==> config.mk <==
export PLATFORM = sky130hd
export DESIGN_NAME = pipeline_sequencer
export DESIGN_NICKNAME = d
export VERILOG_FILES = /design/src/rtl/pipe_ctrl_pkg.sv /design/src/rtl/sat_counter.sv /design/src/rtl/pipeline_sequencer.sv
export SDC_FILE = /design/constraint.sdc
export NUM_CORES = 1
export LEC_CHECK = 0
export CAP_MARGIN = 10
export CORE_MARGIN = 2
export CORE_UTILIZATION = 56
export CTS_BUF_LIST = sky130_fd_sc_hd__clkbuf_2
export DETAILED_ROUTE_END_ITERATION = 8
export DONT_BUFFER_PORTS = 1
export GPL_TIMING_DRIVEN = 0
export PLACE_DENSITY = 0.71
export SYNTH_ARGS = -nofsm -noshare
export SYNTH_HDL_FRONTEND = slang
export SYNTH_SLANG_ARGS = --single-unit
==> constraint.sdc <==
create_clock -name clk -period 6 [get_ports clk]
set_input_delay 1.2 -clock clk [delete_from_list [all_inputs] [get_ports clk]]
set_output_delay 1.2 -clock clk [all_outputs]
set_load 0.01 [all_outputs]
==> src/rtl/pipe_ctrl_pkg.sv <==
// Shared definitions for the pipeline sequencer.
//   seq_state_t          : sequencer FSM state encoding (RUN, DRAIN, HALTED)
//   DEFAULT_DRAIN_CYCLES : cycles for the halt instruction to go from leaving OF to retiring from RW
//   NOP_INSN             : instruction word the stage latches load when a bubble is inserted
package pipe_ctrl_pkg;

  typedef enum logic [1:0] {
    RUN    = 2'd0,
    DRAIN  = 2'd1,
    HALTED = 2'd2
  } seq_state_t;

  localparam int DEFAULT_DRAIN_CYCLES = 3;

  // opcode 01101 with all operand fields zero
  localparam logic [31:0] NOP_INSN = 32'h6800_0000;

endpackage

==> src/rtl/sat_counter.sv <==
// Saturating up-counter used for the pipeline performance counters.
//   clk    : clock, rising edge
//   rst_n  : asynchronous active-low reset, clears the count
//   clear  : synchronous clear
//   inc    : add one this cycle (ignored once the count is all ones)
//   count  : current count value
module sat_counter #(
  parameter int CNT_W = 32
) (
  input  logic             clk,
  input  logic             rst_n,
  input  logic             clear,
  input  logic             inc,
  output logic [CNT_W-1:0] count
);

  localparam logic [CNT_W-1:0] ONE = {{(CNT_W-1){1'b0}}, 1'b1};

  function automatic logic [CNT_W-1:0] sat_inc(input logic [CNT_W-1:0] v);
    return (&v) ? v : v + ONE;
  endfunction

  always_ff @(posedge clk or negedge rst_n) begin
    if (!rst_n) begin
      count <= '0;
    end else if (clear) begin
      count <= '0;
    end else if (inc) begin
      count <= sat_inc(count);
    end
  end

endmodule

==> src/rtl/pipeline_sequencer.sv <==
// Central stall/flush/halt controller for the IF-OF-EX-MA-RW pipeline.
//   clk                : clock, rising edge
//   reset              : asynchronous active-low reset
//   is_Branch_Taken    : branch resolved taken in EX
//   isDataInterLock    : load-use hazard on the instruction in OF
//   isLastInstruction  : halt instruction present in OF
//   mem_busy           : MA access outstanding, freeze the pipeline
//   pc_en, pc_sel_branch               : PC load enable and branch-target select
//   if_of_en, of_ex_en, ex_ma_en, ma_rw_en : pipeline latch enables
//   of_bubble, ex_bubble               : load a NOP into IF/OF resp. OF/EX
//   halted                             : pipeline drained after halt, sticky
//   cycle_count, stall_count, flush_count : saturating performance counters
// Control outputs are combinational from the registered state and the inputs.
module pipeline_sequencer
  import pipe_ctrl_pkg::*;
#(
  parameter int DRAIN_CYCLES = DEFAULT_DRAIN_CYCLES,
  parameter int CNT_W        = 32
) (
  input  logic             clk,
  input  logic             reset,
  input  logic             is_Branch_Taken,
  input  logic             isDataInterLock,
  input  logic             isLastInstruction,
  input  logic             mem_busy,
  output logic             pc_en,
  output logic             pc_sel_branch,
  output logic             if_of_en,
  output logic             of_ex_en,
  output logic             ex_ma_en,
  output logic             ma_rw_en,
  output logic             of_bubble,
  output logic             ex_bubble,
  output logic             halted,
  output logic [CNT_W-1:0] cycle_count,
  output logic [CNT_W-1:0] stall_count,
  output logic [CNT_W-1:0] flush_count
);

  localparam int DW = (DRAIN_CYCLES > 1) ? $clog2(DRAIN_CYCLES) : 1;
  localparam logic [DW-1:0] DRAIN_LOAD = DW'(DRAIN_CYCLES - 1);
  localparam logic [DW-1:0] DRAIN_ONE  = DW'(1);

  seq_state_t    state_p1;
  logic [DW-1:0] drain_cnt_p1;

  logic halt_accept;
  logic cycle_inc;
  logic stall_inc;
  logic flush_inc;

  always_comb begin
    pc_en         = 1'b0;
    pc_sel_branch = 1'b0;
    if_of_en      = 1'b0;
    of_ex_en      = 1'b0;
    ex_ma_en      = 1'b0;
    ma_rw_en      = 1'b0;
    of_bubble     = 1'b0;
    ex_bubble     = 1'b0;
    halted        = 1'b0;
    halt_accept   = 1'b0;
    cycle_inc     = 1'b0;
    stall_inc     = 1'b0;
    flush_inc     = 1'b0;
    case (state_p1)
      RUN: begin
        cycle_inc = 1'b1;
        if (mem_busy) begin
          // full freeze; stages keep presenting their hazards until it lifts
          stall_inc = 1'b1;
        end else if (is_Branch_Taken) begin
          // wrong-path instructions in OF and EX are squashed, including a halt
          pc_en         = 1'b1;
          pc_sel_branch = 1'b1;
          if_of_en      = 1'b1;
          of_ex_en      = 1'b1;
          ex_ma_en      = 1'b1;
          ma_rw_en      = 1'b1;
          of_bubble     = 1'b1;
          ex_bubble     = 1'b1;
          flush_inc     = 1'b1;
        end else if (isDataInterLock) begin
          // hold IF and OF, send a bubble down into EX
          of_ex_en  = 1'b1;
          ex_ma_en  = 1'b1;
          ma_rw_en  = 1'b1;
          ex_bubble = 1'b1;
          stall_inc = 1'b1;
        end else begin
          pc_en       = 1'b1;
          if_of_en    = 1'b1;
          of_ex_en    = 1'b1;
          ex_ma_en    = 1'b1;
          ma_rw_en    = 1'b1;
          halt_accept = isLastInstruction;
        end
      end
      DRAIN: begin
        cycle_inc = 1'b1;
        if (mem_busy) begin
          stall_inc = 1'b1;
        end else begin
          // keep feeding NOPs behind the halt while it retires
          if_of_en  = 1'b1;
          of_ex_en  = 1'b1;
          ex_ma_en  = 1'b1;
          ma_rw_en  = 1'b1;
          of_bubble = 1'b1;
        end
      end
      HALTED: begin
        halted = 1'b1;
      end
      default: ;
    endcase
  end

  // state register: control only
  always_ff @(posedge clk or negedge reset) begin
    if (!reset) begin
      state_p1     <= RUN;
      drain_cnt_p1 <= '0;
    end else begin
      case (state_p1)
        RUN: begin
          if (halt_accept) begin
            state_p1     <= DRAIN;
            drain_cnt_p1 <= DRAIN_LOAD;
          end
        end
        DRAIN: begin
          if (!mem_busy) begin
            if (drain_cnt_p1 == '0) begin
              state_p1 <= HALTED;
            end else begin
              drain_cnt_p1 <= drain_cnt_p1 - DRAIN_ONE;
            end
          end
        end
        HALTED: ;
        default: state_p1 <= RUN;
      endcase
    end
  end

  sat_counter #(.CNT_W(CNT_W)) u_cycle_cnt (
    .clk   (clk),
    .rst_n (reset),
    .clear (1'b0),
    .inc   (cycle_inc),
    .count (cycle_count)
  );

  sat_counter #(.CNT_W(CNT_W)) u_stall_cnt (
    .clk   (clk),
    .rst_n (reset),
    .clear (1'b0),
    .inc   (stall_inc),
    .count (stall_count)
  );

  sat_counter #(.CNT_W(CNT_W)) u_flush_cnt (
    .clk   (clk),
    .rst_n (reset),
    .clear (1'b0),
    .inc   (flush_inc),
    .count (flush_count)
  );

endmodule

==> impl_metrics.toml <==
[drt]
first_iter_violations = 88
wire_per_inst_um = 17.1
wl_um = 10000
drt-vias-per-instance = 6.03
ant_nets = 0
remaining_drc_errors = 0
first_pass_iteration_count_of_the_detailed_router = 4
detailroute.via_count = 3537

[yosys]
yosysWarningCount = 0
synthesized_netlist_net_count = 473
mappedNetlistArea_um2 = 4970
synth-edff-count = 0
syn-instance-count = 463
ys.flop_type = "sky130_fd_sc_hd__dfrtp_1"
ys_ff_latch = 100
synth.avg_cell_area_um2 = 10.7
share_of_flip_flops_with_an_asynchronous_set_or_reset_pct = 100
seq_area_frac_synth_pct = 50.4
yosys.cell_types.count = 50

[floorplanning]
fp.dieW_um = 98.2
floorplan.core_area_um2 = 8680
floorplan.rows = 34
io-pin-count = 111
fp.dieArea_um2 = 9640
start_util_pct = 57.3
fp.dieH_um = 98.2

[placement]
postPlaceCellArea_um2 = 5100
port-buffer-count = 0
detailed_place_hpwl_um = 7220
gp_routability_congestion = 0.822
pre_cts_slack_ns = 2.51
place_inst = 571

[grt]
number_of_global_route_vias_before_repair = 3334
track_usage_pct = 21.1
antenna_found_initial = 1
grt_pass1_wl_um = 16600
grt_max_degree = 101
global_route.overflow_total = 0

[cells_and_area]
layout.nets = 484
final_cell_mix = "sky130_fd_sc_hd__dfrtp_1 (100), sky130_fd_sc_hd__xnor2_1 (55), sky130_fd_sc_hd__nand4_1 (37), sky130_fd_sc_hd__nand2_1 (37), sky130_fd_sc_hd__nand3_1 (35)"
postLayoutCellArea_um2 = 5230
layout_commonest_cell = "sky130_fd_sc_hd__dfrtp_1"
flow.area_growth_from_synthesis_pct = 5.29
drive_above_1_share_pct = 8.58
postLayoutCoreUtil_pct = 60.3
fin_cells = 587

[setup_path]
cp_top_family = "compound AO/OA/AOI/OAI gates"
crit_path_max_incr_delay_ns = 0.89
critical_path_buf_inv_count = 1
worst_path_max_delay_cell = "sky130_fd_sc_hd__a2111oi_0"
crit_required_ns = 4.80
worst_ep_arrival_time_ns = 2.28
critical_path.cell_chain = "clkbuf_1 -> a2111oi_0"
worst-path-max-fanout = 8
setup.worst_path.end_class = "primary output"
worst_setup_path_start_kind = "primary input"
critical_path_class = "primary input to primary output"

[worst_hold_path]
hold_path_class = "primary input to asynchronous set/reset pin"

[sta]
final.setup.tns_ns = 0
slew_headroom_pct = 24.9
post-route-worst-setup-slack_ns = 2.52
hold_ws_ns = 0.309
final.min_clock_period_ns = 3.48
rsz0062_at_grt = "no"
final-setup-viol-count = 0
max_freq_mhz = 287
skew_ns = 0.0149
period_share_pct = 58.0
worstMarginPinSlew_ns = 1.10
report.final.slew_viol_count = 0
hold_violations = 0

[pwr]
p_leak_nw = 2.34
power.density_cell_area_nw_per_um2 = 291
power.ir.vdd_worst_mv = 0.144
total_power_mw = 1.52

[flow_run]
cap_violations = 0

[cts]
post_cts.resized_instances = 0
hold_fix_buffers_cts = 0
worst_skew_pair.late_latency_ns = 0.54
clock_tree_from_tritoncts = "yes"
tritoncts.num_buffers = 9
clock_tree_root_buffer_cell = "sky130_fd_sc_hd__clkbuf_2"
clk_path_buf_depth = 2
post_cts_buffers = 0
path_clk_slew_ns = 0.25
cts_htree_levels = 3
clock_sink_count = 100

[outcome]
outcome = "finished, final reports clean"
[final cells by class]
cell class | count | area (µm²)
diodes | 1 | 2.50
plain buffers | 12 | 82.6
clock buffers | 9 | 45.0
clock inverters | 6 | 80.1
fillers | 744 | 3450
inverters | 9 | 33.8
multi-input cells | 342 | 2350
flip-flops and latches | 100 | 2500
well taps | 108 | 135
[report_power, final]
part           leakage [nW]  internal (mW)  switching, mW  total, mW
Combinational         0.918          0.129          0.142      0.271
Clock                0.0745          0.133          0.214      0.347
Sequential             1.34          0.753          0.150      0.903
Total                  2.34           1.01          0.507       1.52
[registers in the layout (all words and copies together), names as in the netlist]
signal,cells
drain_cnt_p1,2
state_p1,2
u_cycle_cnt.count,32
u_flush_cnt.count,32
u_stall_cnt.count,32
[cells in the mapped netlist, drive strengths merged, types with 2 or more instances]
cell / n / area share [%]
dfrtp: 100 / 50
xnor2: 55 / 9.7
nand4: 38 / 5.1
nand2: 37 / 2.8
nand3: 35 / 3.5
xor2: 34 / 6.0
nor2: 26 / 2.0
and3: 23 / 3.1
nor3: 17 / 1.7
nor4: 12 / 1.8
and4: 10 / 1.8
inv: 9 / 0.68
buf: 6 / 1.2
clkbuf: 6 / 0.45
o21ai: 5 / 0.50
and2: 4 / 0.55
ha: 4 / 1.0
mux2: 4 / 0.98
a21oi: 3 / 0.30
a31oi: 3 / 0.38
nor2b: 3 / 0.38
nor4b: 3 / 0.83
a2111oi: 2 / 0.73
a21o: 2 / 0.30
nand4b: 2 / 0.35
nor3b: 2 / 0.30
o21a: 2 / 0.30
o31a: 2 / 0.35
or2: 2 / 0.25
or3: 2 / 0.25
or4: 2 / 0.38
[cell families (layout without fill, tap and decap cells)]
logic type,Yosys count,after routing,synth area share (%)
xor gates and xnor gates,89,89,15.7
AOI/OAI and AO/OA,24,24,3.98
buffers and inverters,21,36,2.34
and+or+nand+nor,221,221,25.6
DFF,100,100,50.4
adders and majority gates,4,4,1.01
muxes,4,4,0.982
other,0,1,0
[final timing paths]
kind                                       startpoint                    end  slack [ns]  depth (start not counted)
max in group asynchronous                       reset   u_flush_cnt.count[8]        5.49                          0
worst min-delay path                            reset  u_flush_cnt.count[13]        0.31                          0
worst min register to register        drain_cnt_p1[1]        drain_cnt_p1[1]        0.51                          1
worst max register to register  u_stall_cnt.count[24]  u_stall_cnt.count[17]        3.48                          5
worst max-delay path                         mem_busy                  pc_en        2.52                          2
min in group clk                      drain_cnt_p1[1]        drain_cnt_p1[1]        0.51                          1
[per-layer routing]
metal	share of wire (%)	global-route usage, %	up-vias
met1	44	26.9	1747
met4	2.1	8.11	0
li1	-	-	1677
met2	47	32.5	96
met3	7.0	8.45	17
met5	0	0	-
[worst register-to-register path: stages (launching register included)]
cell	delay [ns]
sky130_fd_sc_hd__dfrtp_1	0.55
sky130_fd_sc_hd__nand4_1	0.22
sky130_fd_sc_hd__nor4_1	0.82
sky130_fd_sc_hd__a41oi_1	0.49
sky130_fd_sc_hd__nand4_1	0.25
sky130_fd_sc_hd__xnor2_1	0.13
Power figures use the tool's default switching activity.
